[src/rtl/ws2812_receiver.sv]
// WS2812 line decoder: measures high pulses, assembles BITWIDTH-bit words,
// flags latch gaps and forwards the stream after its own word like a pixel.
module ws2812_receiver #(
  parameter int F_CLK     = 12_000_000,
  parameter int BITWIDTH  = 24,
  parameter int T_THRESH  = int'(64'd550 * 64'(F_CLK) / 64'd1_000_000_000),
  parameter int T_MAXHIGH = int'(64'd1500 * 64'(F_CLK) / 64'd1_000_000_000),
  parameter int T_RESET   = int'(64'd50000 * 64'(F_CLK) / 64'd1_000_000_000)
) (
  input  logic                Clk,
  input  logic                Reset_n,
  input  logic                Din,
  output logic [BITWIDTH-1:0] Data,
  output logic                Valid,
  output logic                Latch,
  output logic                Error,
  output logic                Dout
);

  localparam int HW = $clog2(T_MAXHIGH + 2);
  localparam int LW = $clog2(T_RESET + 1);
  localparam int BW = $clog2(BITWIDTH + 1);

  localparam logic [HW-1:0] H_MAX  = HW'(T_MAXHIGH);
  localparam logic [HW-1:0] H_THR  = HW'(T_THRESH);
  localparam logic [HW-1:0] H_ONE  = HW'(1);
  localparam logic [LW-1:0] L_RST  = LW'(T_RESET);
  localparam logic [LW-1:0] L_ONE  = LW'(1);
  localparam logic [BW-1:0] B_LAST = BW'(BITWIDTH - 1);
  localparam logic [BW-1:0] B_ONE  = BW'(1);

  typedef enum logic [1:0] {
    S_SYNC,
    S_LOW,
    S_HIGH
  } state_e;

  state_e state_q, state_d;

  logic                s0_q, s1_q;
  logic [HW-1:0]       hcnt_q, hcnt_d, hinc;
  logic [LW-1:0]       lcnt_q, lcnt_d, linc;
  logic [BW-1:0]       bcnt_q, bcnt_d;
  logic [BITWIDTH-1:0] word_q, word_d;
  logic [BITWIDTH-1:0] data_q, data_d;
  logic                fwd_q, fwd_d;
  logic                valid_q, valid_d;
  logic                latch_q, latch_d;
  logic                error_q, error_d;
  logic                dout_q;

  assign hinc = hcnt_q + H_ONE;
  assign linc = lcnt_q + L_ONE;

  always_comb begin
    state_d = state_q;
    hcnt_d  = hcnt_q;
    lcnt_d  = lcnt_q;
    bcnt_d  = bcnt_q;
    word_d  = word_q;
    data_d  = data_q;
    fwd_d   = fwd_q;
    valid_d = 1'b0;
    latch_d = 1'b0;
    error_d = 1'b0;
    unique case (state_q)
      S_SYNC: begin
        if (s1_q) begin
          lcnt_d = '0;
        end else if (linc >= L_RST) begin
          // already a full gap: park saturated so no Latch
          lcnt_d  = L_RST;
          state_d = S_LOW;
        end else begin
          lcnt_d = linc;
        end
      end
      S_LOW: begin
        if (s1_q) begin
          state_d = S_HIGH;
          hcnt_d  = H_ONE;
          lcnt_d  = '0;
        end else if (lcnt_q != L_RST) begin
          lcnt_d = linc;
          if (linc == L_RST) begin
            latch_d = 1'b1;
            fwd_d   = 1'b0;
            if (bcnt_q != '0) begin
              error_d = 1'b1;
              bcnt_d  = '0;
            end
          end
        end
      end
      S_HIGH: begin
        if (s1_q) begin
          if (hinc > H_MAX) begin
            error_d = 1'b1;
            bcnt_d  = '0;
            fwd_d   = 1'b0;
            hcnt_d  = '0;
            lcnt_d  = '0;
            state_d = S_SYNC;
          end else begin
            hcnt_d = hinc;
          end
        end else begin
          word_d[bcnt_q] = (hcnt_q >= H_THR);
          lcnt_d  = L_ONE;
          state_d = S_LOW;
          if (bcnt_q == B_LAST) begin
            data_d  = word_d;
            valid_d = 1'b1;
            bcnt_d  = '0;
            fwd_d   = 1'b1;
          end else begin
            bcnt_d = bcnt_q + B_ONE;
          end
        end
      end
      default: state_d = S_SYNC;
    endcase
  end

  always_ff @(posedge Clk) begin
    if (!Reset_n) begin
      s0_q    <= 1'b0;
      s1_q    <= 1'b0;
      state_q <= S_SYNC;
      hcnt_q  <= '0;
      lcnt_q  <= '0;
      bcnt_q  <= '0;
      word_q  <= '0;
      data_q  <= '0;
      fwd_q   <= 1'b0;
      valid_q <= 1'b0;
      latch_q <= 1'b0;
      error_q <= 1'b0;
      dout_q  <= 1'b0;
    end else begin
      s0_q    <= Din;
      s1_q    <= s0_q;
      state_q <= state_d;
      hcnt_q  <= hcnt_d;
      lcnt_q  <= lcnt_d;
      bcnt_q  <= bcnt_d;
      word_q  <= word_d;
      data_q  <= data_d;
      fwd_q   <= fwd_d;
      valid_q <= valid_d;
      latch_q <= latch_d;
      error_q <= error_d;
      dout_q  <= s1_q & fwd_q;
    end
  end

  assign Data  = data_q;
  assign Valid = valid_q;
  assign Latch = latch_q;
  assign Error = error_q;
  assign Dout  = dout_q;

endmodule

[config.mk]
export PLATFORM = sky130hd
export DESIGN_NAME = ws2812_receiver
export DESIGN_NICKNAME = d
export VERILOG_FILES = /design/src/rtl/ws2812_receiver.sv
export SDC_FILE = /design/constraint.sdc
export NUM_CORES = 1
export LEC_CHECK = 0
export CAP_MARGIN = 20
export CORE_MARGIN = 2
export CORE_UTILIZATION = 30
export DETAILED_ROUTE_END_ITERATION = 10
export SLEW_MARGIN = 40
export SYNTH_ARGS = -nofsm -noshare
export SYNTH_HDL_FRONTEND = slang
export SYNTH_SLANG_ARGS = --single-unit
[constraint.sdc]
create_clock -name Clk -period 6.05 [get_ports Clk]
set_input_delay 0.605 -clock Clk [delete_from_list [all_inputs] [get_ports Clk]]
set_output_delay 0.605 -clock Clk [all_outputs]
set_load 0.005 [all_outputs]
==> out/metrics.cfg <==
[outcome]
status = complete, no violations

[flow_run]
cap_violations = 0

[worst_setup_path]
crit_slowest_cell = a221oi_2
arrival_ps = 3130
worstSetupStartpointType = flop
crit_buf_inv = 1
worstPathCellList = ha_1 -> o21ai_0 -> and3_1 -> a221o_1 -> a221oi_2 -> clkbuf_2 -> o22ai_1 -> a211oi_1
endpoint_kind = flop
crit_type = flop to flop
path_max_fanout = 14
required_ps = 6300
max_stage_delay_ps = 570
crit_family = compound AO/OA/AOI/OAI gates

[synthesis]
syn_avg_cell_area_um2 = 7.71
postSynthRegisterBits = 76
syn_inst = 534
ys_types = 66
yosysWarnings = 0
synthFlopType = dfxtp_1
syn-num-nets = 552
synth_edf_count = 0
yosysSeqAreaShare_pct = 36.9
synthArstFlopShare_pct = 0
syn-cell-area_um2 = 4120

[clock_tree]
clk_path_buf_depth = 2
clk_latency_ps = 350
clock-sinks = 76
htree_levels = 3
clock-root-buffer = clkbuf_16
post-cts-setup-buffers = 0
cts_hold_buf = 0
clkTransAtPathRegs_ps = 60
cts_resized = 0
cts_tree = yes
cts_buffers = 9

[grt]
grt_pass1_vias = 3735
grt.total_usage_pct = 14.7
grt_max_degree = 65
grt_antenna_before_repair = 0
grt_overflow = 0
grt_pass1_wl_um = 17700

[hold_path]
hold_path_class = flop to flop

[power]
clockPowerShare_pct = 46.3
combPwrFrac_pct = 7.6
power_density_nw_per_um2 = 234
power_switching_share_pct = 27.0
p_int_mw = 0.819
switchingPower_mw = 0.303
leakagePower_nw = 1.57
p_seq_share_pct = 46.2
vdd_drop_max_v = 0.000116
power_mw = 1.12

[detailed_routing]
dr.pass1.iters = 4
viasPerCell = 5.42
wl_um = 10400
ant_nets = 0
wl_per_cell_um = 14.5
drt_iter0_drc = 218
drc = 0
dr_total_vias = 3892

[timing]
hold_violations = 0
max_freq_mhz = 347
fin_crit_sh_pct = 47.6
slew_headroom_pct = 47.1
tightest_slew_ps = 787
fin_setup_tns_ps = 0
finalClockSkew_ps = 8.41
setup_violations = 0
drv_slew = 0
min_period_ps = 2880
rsz0062_at_grt = false

[place]
dp_hpwl_um = 6720
port_buffers = 30
gp_congestion = 0.906

[die]
num_rows = 42
dieArea_um2 = 14700
die_h_um = 121
start_util_pct = 30.8
ios = 31
die_x_um = 121
coreArea_um2 = 13300

[finish]
area_growth_pct = 16.3
diodes = 0
fin_nets = 555
drive_above_1_share_pct = 7.20

## worst reg2reg max path: cells and delay by family, from the launching register on
kind / cells / cell delay [ps]
buf+inv: 1 / 290
fa+ha+maj: 1 / 500
compound gates: 5 / 1350
simple gates: 1 / 210
flops: 1 / 440
## sequential cells by signal (all words and copies together), names as in the netlist
register,count
Valid,1
fwd_q,1
Error,1
lcnt_q,10
Latch,1
state_q,2
s1_q,1
Data,24
bcnt_q,5
word_q,23
hcnt_q,5
Dout,1
s0_q,1
## cells by family after synthesis
| kind of cell | after synthesis | share of synthesized area, % |
|---|---|---|
| AND/OR/NAND/NOR | 204 | 23.5 |
| adder cells (fa/ha/maj) | 15 | 4.56 |
| multiplexers | 1 | 0.243 |
| XOR/XNOR | 2 | 0.425 |
| flip-flops | 76 | 36.9 |
| buffers and inverters | 57 | 6.08 |
| AO/OA/AOI/OAI | 179 | 28.3 |
## routing by layer
metal / track usage [%] / up-vias / share of wire (%)
met1: 19.6 / 1841 / 46
met4: 6.25 / 0 / 1.5
li1: - / 1932 / -
met3: 2.58 / 15 / 4.9
met2: 23.5 / 104 / 47
met5: 0 / - / 0
## stage by stage
stage | instances | setup slack, ps | util, % | hold WS [ps] | instance area, um^2
after floorplan | 534 | 3850 | - | 412 | 4120
after global placement | 701 | 2950 | 33.6 | 416 | 4480
after detailed placement | 701 | 3120 | 33.6 | 420 | 4490
after CTS | 717 | 3150 | 35.8 | 435 | 4770
after global routing | 718 | 2960 | 35.9 | 464 | 4790
final | 718 | 3170 | 35.9 | 433 | 4790
## power groups by stage
stage	combinational, mW	sequential, mW	clock [mW]
after floorplan	0.0691	0.524	0
after global placement	0.0810	0.528	0
after detailed placement	0.0828	0.529	0
after CTS	0.0837	0.517	0.529
after global routing	0.0949	0.519	0.555
final	0.0848	0.518	0.519
## worst paths after layout
path | startpoint | end | slack (ps) | cells after the start
max | lcnt_q[1]$_SDFFE_PN0P_ | state_q[1]$_SDFFE_PN0P_ | 3170 | 8
min | s0_q$_SDFF_PN0_ | s1_q$_SDFF_PN0_ | 430 | 1
max reg2reg | lcnt_q[1]$_SDFFE_PN0P_ | state_q[1]$_SDFFE_PN0P_ | 3170 | 8
min reg2reg | s0_q$_SDFF_PN0_ | s1_q$_SDFF_PN0_ | 430 | 1
## layout by cell type (no fill, tap or decap), drive strengths merged, types with 6 or more instances in the layout
cell           synthesis  routed
o21a                   6       6
inv                   13      17
nand4                  6       6
ha                    15      15
nor2b                  6       6
dfxtp                 76      76
clkbuf                34      10
and2                   7       7
a21oi                 76      76
nand2                108     108
nor2                  20      20
nand3                 12      12
a31oi                 27      27
clkdlybuf4s50          0      30
o21ai                 22      22
and3                   7       7
nor3                  12      12
## area by class of cell
class,count,area [um^2]
clock buffers,9,225
flip-flops and latches,76,1520
well taps,176,220
multi-input cells,401,2370
inverters,13,51.3
clock inverters,7,58.8
fillers,1434,8560
repair buffers,36,343
## synthesized netlist by cell type, types with 3 or more instances
cell / number / share of area [%]
buf_4: 3 / 0.55
ha_1: 15 / 4.6
nand4_1: 6 / 0.91
o21ai_0: 19 / 2.3
a21oi_1: 76 / 9.2
nand3b_1: 3 / 0.55
nand2_1: 108 / 9.8
dfxtp_1: 76 / 37
and3_1: 7 / 1.1
a41oi_1: 4 / 0.85
nor4_1: 3 / 0.46
or3_1: 3 / 0.46
nor3_1: 12 / 1.5
o221ai_1: 5 / 1.1
nand3_1: 12 / 1.5
o211ai_1: 5 / 0.91
o21a_1: 6 / 1.1
clkbuf_1: 32 / 2.9
a31oi_1: 27 / 4.1
o2111ai_1: 4 / 0.85
nor2b_1: 6 / 0.91
buf_2: 5 / 0.61
inv_1: 12 / 1.1
and2_1: 6 / 0.91
nor3b_1: 4 / 0.73
a211oi_1: 4 / 0.73
nor2_1: 20 / 1.8
(Power assumes the default switching activity.)
